## src/rtl/cap_core_pkg.sv

```systemverilog
// cap_core shared constants: opcodes, FSM states, instruction fields.
// Optional multiplier/HI support is selected by the CAP_MUL_EN macro.
package cap_core_pkg;

  localparam logic [3:0] OP_NOP  = 4'h0;
  localparam logic [3:0] OP_LDI  = 4'h1;
  localparam logic [3:0] OP_LD   = 4'h2;
  localparam logic [3:0] OP_ST   = 4'h3;
  localparam logic [3:0] OP_ADD  = 4'h4;
  localparam logic [3:0] OP_SUB  = 4'h5;
  localparam logic [3:0] OP_AND  = 4'h6;
  localparam logic [3:0] OP_OR   = 4'h7;
  localparam logic [3:0] OP_XOR  = 4'h8;
  localparam logic [3:0] OP_SHL  = 4'h9;
  localparam logic [3:0] OP_SHR  = 4'hA;
  localparam logic [3:0] OP_MUL  = 4'hB;
  localparam logic [3:0] OP_JMP  = 4'hC;
  localparam logic [3:0] OP_JZ   = 4'hD;
  localparam logic [3:0] OP_MFHI = 4'hE;
  localparam logic [3:0] OP_HALT = 4'hF;

  localparam logic [2:0] S_FETCH  = 3'd0;
  localparam logic [2:0] S_DECODE = 3'd1;
  localparam logic [2:0] S_EXEC   = 3'd2;
  localparam logic [2:0] S_MEM    = 3'd3;
  localparam logic [2:0] S_HALT   = 3'd4;

  localparam int OP_HI    = 15;
  localparam int OP_LO    = 12;
  localparam int RD_HI    = 11;
  localparam int RD_LO    = 8;
  localparam int RS_HI    = 7;
  localparam int RS_LO    = 4;
  localparam int IMM8_HI  = 7;
  localparam int IMM12_HI = 11;

endpackage

```

## src/rtl/cap_alu.sv

```systemverilog
// cap_core combinational ALU: add/sub/logic/shift and flags.
// The unsigned multiplier and HI output exist only with CAP_MUL_EN.
module cap_alu
  import cap_core_pkg::*;
#(
  parameter int DATA_W = 16
) (
  input  logic [DATA_W-1:0] a,
  input  logic [DATA_W-1:0] b,
  input  logic [3:0]        op,
  output logic [DATA_W-1:0] res,
`ifdef CAP_MUL_EN
  output logic [DATA_W-1:0] hi,
`endif
  output logic              z,
  output logic              n,
  output logic              c,
  output logic              v
);

  localparam int M = DATA_W - 1;

  logic [DATA_W:0] w_add;
  logic [DATA_W:0] w_sub;

  assign w_add = {1'b0, a} + {1'b0, b};
  assign w_sub = {1'b0, a} - {1'b0, b};

`ifdef CAP_MUL_EN
  logic [2*DATA_W-1:0] w_prod;
  assign w_prod = a * b;
`endif

  // Result and flag selection by opcode
  always_comb begin
    res = a;
`ifdef CAP_MUL_EN
    hi  = '0;
`endif
    c   = 1'b0;
    v   = 1'b0;
    case (op)
      OP_ADD: begin
        res = w_add[M:0];
        c   = w_add[DATA_W];
        v   = (a[M] == b[M]) && (w_add[M] != a[M]);
      end
      OP_SUB: begin
        res = w_sub[M:0];
        c   = w_sub[DATA_W];
        v   = (a[M] != b[M]) && (w_sub[M] != a[M]);
      end
      OP_AND: res = a & b;
      OP_OR:  res = a | b;
      OP_XOR: res = a ^ b;
      OP_SHL: begin
        res = {a[M-1:0], 1'b0};
        c   = a[M];
      end
      OP_SHR: begin
        res = {1'b0, a[M:1]};
        c   = a[0];
      end
`ifdef CAP_MUL_EN
      OP_MUL: begin
        res = w_prod[M:0];
        hi  = w_prod[2*DATA_W-1:DATA_W];
        c   = |w_prod[2*DATA_W-1:DATA_W];
        v   = |w_prod[2*DATA_W-1:DATA_W];
      end
`endif
      default: ;
    endcase
    z = (res == '0);
    n = res[M];
  end

endmodule

```

## src/rtl/cap_core.sv

```systemverilog
// cap_core: multi-cycle CAP17-family core with req/ack memory bus.
// Define CAP_MUL_EN to build MUL/MFHI and the HI register.
module cap_core
  import cap_core_pkg::*;
#(
  parameter int DATA_W = 16,
  parameter int ADDR_W = 11,
  parameter int NREG   = 4
) (
  input  logic              clk,
  input  logic              reset,
  output logic              mem_req,
  output logic              mem_we,
  output logic [ADDR_W-1:0] mem_addr,
  output logic [DATA_W-1:0] mem_wdata,
  input  logic [DATA_W-1:0] mem_rdata,
  input  logic              mem_ack,
  output logic              halted,
  output logic [ADDR_W-1:0] pc_out
);

  localparam int IW = $clog2(NREG);

  // Fold an out-of-range index back into the file for non-power-of-2 NREG
  function automatic logic [IW-1:0] reg_idx(input logic [IW-1:0] f);
    logic [IW:0] t;
    t = {1'b0, f};
    if (t >= (IW+1)'(NREG)) t = t - (IW+1)'(NREG);
    return t[IW-1:0];
  endfunction

  logic [2:0]        r_state;
  logic [ADDR_W-1:0] r_pc;
  logic [15:0]       r_ir;
  logic [DATA_W-1:0] r_a;
  logic [DATA_W-1:0] r_b;
  logic [DATA_W-1:0] r_regs [NREG];
  logic              r_z, r_n, r_c, r_v;
  logic              r_req;
  logic              r_we;
  logic [ADDR_W-1:0] r_addr;
  logic [DATA_W-1:0] r_wdata;
  logic              r_halted;
`ifdef CAP_MUL_EN
  logic [DATA_W-1:0] r_hi;
  logic [DATA_W-1:0] w_hi;
`endif

  logic [3:0]        w_op;
  logic [IW-1:0]     w_rd;
  logic [IW-1:0]     w_rs;
  logic [ADDR_W-1:0] w_imm12;
  logic [DATA_W-1:0] w_imm8;
  logic [DATA_W-1:0] w_res;
  logic              w_z, w_n, w_c, w_v;

  assign w_op    = r_ir[OP_HI:OP_LO];
  assign w_rd    = reg_idx(IW'(r_ir[RD_HI:RD_LO]));
  assign w_rs    = reg_idx(IW'(r_ir[RS_HI:RS_LO]));
  assign w_imm12 = ADDR_W'(r_ir[IMM12_HI:0]);
  assign w_imm8  = DATA_W'(r_ir[IMM8_HI:0]);

  cap_alu #(.DATA_W(DATA_W)) u_alu (
    .a   (r_a),
    .b   (r_b),
    .op  (w_op),
    .res (w_res),
`ifdef CAP_MUL_EN
    .hi  (w_hi),
`endif
    .z   (w_z),
    .n   (w_n),
    .c   (w_c),
    .v   (w_v)
  );

  // Control FSM, register file, flags and registered bus outputs
  always_ff @(posedge clk) begin
    if (reset) begin
      r_state  <= S_FETCH;
      r_pc     <= '0;
      r_ir     <= '0;
      r_a      <= '0;
      r_b      <= '0;
      r_z      <= 1'b0;
      r_n      <= 1'b0;
      r_c      <= 1'b0;
      r_v      <= 1'b0;
      r_req    <= 1'b0;
      r_we     <= 1'b0;
      r_addr   <= '0;
      r_wdata  <= '0;
      r_halted <= 1'b0;
`ifdef CAP_MUL_EN
      r_hi     <= '0;
`endif
      for (int i = 0; i < NREG; i++) r_regs[i] <= '0;
    end else begin
      case (r_state)
        S_FETCH: begin
          if (!r_req) begin
            r_req  <= 1'b1;
            r_we   <= 1'b0;
            r_addr <= r_pc;
          end else if (mem_ack) begin
            r_req   <= 1'b0;
            r_ir    <= mem_rdata[15:0];
            r_pc    <= r_pc + ADDR_W'(1);
            r_state <= S_DECODE;
          end
        end
        S_DECODE: begin
          r_a     <= r_regs[w_rd];
          r_b     <= r_regs[w_rs];
          r_state <= S_EXEC;
        end
        S_EXEC: begin
          r_state <= S_FETCH;
          case (w_op)
            OP_LDI: r_regs[w_rd] <= w_imm8;
            OP_LD, OP_ST: r_state <= S_MEM;
            OP_ADD, OP_SUB, OP_AND, OP_OR,
            OP_XOR, OP_SHL, OP_SHR: begin
              r_regs[w_rd] <= w_res;
              r_z <= w_z;
              r_n <= w_n;
              r_c <= w_c;
              r_v <= w_v;
            end
`ifdef CAP_MUL_EN
            OP_MUL: begin
              r_regs[w_rd] <= w_res;
              r_hi <= w_hi;
              r_z  <= w_z;
              r_n  <= w_n;
              r_c  <= w_c;
              r_v  <= w_v;
            end
            OP_MFHI: r_regs[w_rd] <= r_hi;
`endif
            OP_JMP: r_pc <= w_imm12;
            OP_JZ: if (r_z) r_pc <= w_imm12;
            OP_HALT: begin
              r_state  <= S_HALT;
              r_halted <= 1'b1;
            end
            default: ;
          endcase
        end
        S_MEM: begin
          if (!r_req) begin
            r_req   <= 1'b1;
            r_we    <= (w_op == OP_ST);
            r_addr  <= ADDR_W'(r_b);
            r_wdata <= r_a;
          end else if (mem_ack) begin
            r_req   <= 1'b0;
            r_we    <= 1'b0;
            r_state <= S_FETCH;
            if (w_op == OP_LD) r_regs[w_rd] <= mem_rdata;
          end
        end
        S_HALT: ;
        default: r_state <= S_FETCH;
      endcase
    end
  end

  assign mem_req   = r_req;
  assign mem_we    = r_we;
  assign mem_addr  = r_addr;
  assign mem_wdata = r_wdata;
  assign halted    = r_halted;
  assign pc_out    = r_pc;

endmodule
```

## config.mk

```make
export PLATFORM = sky130hd
export DESIGN_NAME = cap_core
export DESIGN_NICKNAME = d
export VERILOG_FILES = /design/src/rtl/cap_core_pkg.sv /design/src/rtl/cap_alu.sv /design/src/rtl/cap_core.sv
export SDC_FILE = /design/constraint.sdc
export NUM_CORES = 1
export LEC_CHECK = 0
export CAP_MARGIN = 20
export CELL_PAD_IN_SITES_DETAIL_PLACEMENT = 2
export CELL_PAD_IN_SITES_GLOBAL_PLACEMENT = 2
export CORE_MARGIN = 8
export CORE_UTILIZATION = 39
export CTS_BUF_LIST = sky130_fd_sc_hd__clkbuf_8
export DETAILED_ROUTE_END_ITERATION = 10
export HOLD_SLACK_MARGIN = 0.02
export PLACE_DENSITY_LB_ADDON = 0.12
export SLEW_MARGIN = 20
export SYNTH_ARGS = -nofsm -noshare
export SYNTH_HDL_FRONTEND = slang
export SYNTH_SLANG_ARGS = --single-unit
export TNS_END_PERCENT = 5
```

## constraint.sdc

```tcl
create_clock -name clk -period 7.6 [get_ports clk]
set_input_delay 1.52 -clock clk [delete_from_list [all_inputs] [get_ports clk]]
set_output_delay 1.52 -clock clk [all_outputs]
set_load 0.03 [all_outputs]
```

==> impl_metrics.tcl <==
set metrics [dict create \
    drt_pre_antenna_iters 5 \
    setup_viol 0 \
    min_path_cells 2 \
    cts_tree "yes" \
    synth.net_count 1120 \
    min_from "mem_wdata[8]" \
    antenna_found_initial 0 \
    wl_per_cell_um 24.6 \
    synth_area_leaders "edfxtp_1 (20%), dfxtp_1 (20%), mux4_2 (7.7%), nand2_1 (7.1%), ha_1 (6.5%)" \
    p_leak_nw 3.77 \
    crit_arrival_ps 4900 \
    n_fill_cell 2652 \
    synth.distinct_cells 78 \
    synthCells 1051 \
    r2r_setup_slack_ps 2810 \
    grt_pass1_vias 8827 \
    vias_per_cell 5.89 \
    post-synth-top-count-cell "nand2_1" \
    post_cts_buffers 0 \
    synthArstFlopShare 0 \
    cts-hold-fix-buffers 0 \
    pwr_density_cell_nw_per_um2 189 \
    min_to "mem_wdata[8]" \
    routed_wirelength_um 34600 \
    synthTopCellsByCount "nand2_1 (177), a21oi_1 (113), nor2_1 (102)" \
    tightest_slew_ps 1090 \
    rr_worst_depth 13 \
    endpoint_kind "register" \
    multi_input_area_um2 5170 \
    maxCapViolations 0 \
    numCtsBuffers 17 \
    drtIter0Drc 661 \
    yosys_warnings 0 \
    slew_violations 0 \
    seq_area_um2 3760 \
    reg2reg_to "r_regs[1][13]" \
    track_usage 0.242 \
    post-route-period-util 0.634 \
    max-clock-path-buffers 2 \
    layout-drive-gt1-share 0.0995 \
    core_um2 24000 \
    path_clk_slew_ps 90 \
    critPathMaxFanout 17 \
    synthFlopType "dfxtp_1" \
    syn_avg_cell_area_um2 8.94 \
    clk_latency_ps 470 \
    start_kind "input pin" \
    slew-limit-headroom 0.273 \
    drcViolationCount 0 \
    grt_max_degree 53 \
    synth_top_area_cell "edfxtp_1" \
    hpwl_um 25300 \
    hp-class "register to register" \
    max_freq_mhz 208 \
    die_w_um 171 \
    synth-edff-count 64 \
    period_needed_ps 4820 \
    start_util 0.392 \
    port_buffers 59 \
    status "completed" \
    ios 60 \
    yosys_register_bits 156 \
    synth_area_um2 9400 \
    dpl-instance-area_um2 10200 \
    antenna_left 0 \
    finalNetCount 1141 \
    crit_required_ps 7680 \
    grt_pass1_wl_um 53800 \
    crit_type "input pin to register" \
    fin_setup_tns_ps 0 \
    htreeDepth 4 \
    synth_top_area_share 0.205 \
    rsz0062_at_grt "false" \
    clock_sinks 156 \
    seq_area_frac_synth 0.401 \
    gp_congestion 0.812 \
    r2r-start "r_ir[12]" \
    ir_drop_v 0.000110 \
    die_h_um 171 \
    design_area_um2 10600 \
    die-area_um2 29300 \
    dr_total_vias 8299 \
    overflow 0 \
    cts_root_buf "clkbuf_8" \
    rows 57 \
    hold_violations 0 \
    cts_resized 0 \
    skew_ps 16.6 \
    syn2layout_area_growth_pct 13.1 \
]
-- placed cells by master, fill, tap and decap left out, types with 9 or more instances in the layout --
cell,Yosys,layout
nor2_1,102,102
clkbuf_8,0,17
buf_4,1,12
nor3_1,10,9
a211oi_1,17,17
nor2b_1,11,11
nand3_1,15,15
a21o_1,15,15
a21oi_1,113,113
o21ai_0,31,31
dfxtp_1,92,91
mux4_2,32,32
a22oi_1,18,18
and3_1,10,10
ha_1,49,49
nor2_2,11,11
xnor2_1,17,17
inv_1,56,58
o221ai_1,9,9
o211ai_1,11,11
edfxtp_1,64,64
clkdlybuf4s50_1,0,58
nand2_1,177,176
-- layer usage --
metal  track usage  routed length, um
met1         0.328              16200
met5             0                  0
met4        0.0571                502
met2         0.404              16800
met3        0.0314               1160
-- area by class of cell --
class,count,share of cell area
multi-input cells,771,0.487
diodes,1,0.000236
clock buffers,17,0.0220
inverters,56,0.0198
clock inverters,15,0.0154
well taps,324,0.0382
flip-flops and latches,156,0.354
repair buffers,70,0.0631
-- cells by family after synthesis --
| kind of cell | Yosys count | share of synthesized area |
|---|---|---|
| multiplexers | 37 | 0.0823 |
| adder cells (fa/ha/maj) | 50 | 0.0674 |
| flip-flops | 156 | 0.401 |
| XOR/XNOR | 21 | 0.0196 |
| buffers and inverters | 124 | 0.0529 |
| AO/OA/AOI/OAI | 279 | 0.193 |
| AND/OR/NAND/NOR | 384 | 0.184 |
-- stage by stage --
stage	hold WS [ps]	worst slack, ps	utilization	instances	total power, W
3_3_place_gp	442	2480	0.426	1377	0.00134
5_1_grt	480	2480	0.443	1409	0.00210
4_1_cts	464	2790	0.443	1409	0.00202
6_report	461	2780	0.443	1410	0.00201
3_5_place_dp	449	2350	0.427	1377	0.00135
2_1_floorplan	436	3640	-	1051	0.00122
-- how the worst max path moves through the flow --
stage / from / end / slack (ps)
finish: mem_ack / r_regs[0][6] / 2780
global route: r_ir[12] / r_regs[1][13] / 2480
CTS: mem_ack / r_regs[0][2] / 2790
detailed placement: mem_ack / r_regs[1][2] / 2350
global placement: mem_ack / r_regs[1][0] / 2480
floorplan: reset / r_regs[0][0] / 3640
-- sequential cells by signal, indices dropped and copies added, names as in the netlist --
name       cells
r_regs        64
mem_wdata     16
r_a           16
r_b           16
r_ir          15
mem_addr      11
pc_out        11
r_state        3
halted         1
mem_req        1
mem_we         1
r_z            1
-- power by group --
| group | switching, W | internal (W) |
|---|---|---|
| Combinational | 0.000242 | 0.000159 |
| Clock | 0.000369 | 0.000299 |
| Sequential | 0.0000424 | 0.000898 |
| Total | 0.000653 | 0.00136 |
-- critical path, cell delays in order --
cell	delay, ps
clkdlybuf4s50_1	540
nand2_2	130
or3_4	360
or3_1	600
nand2_8	200
nor2_2	70
or3_1	660
nand2b_1	800
Power figures use the tool's default switching activity.
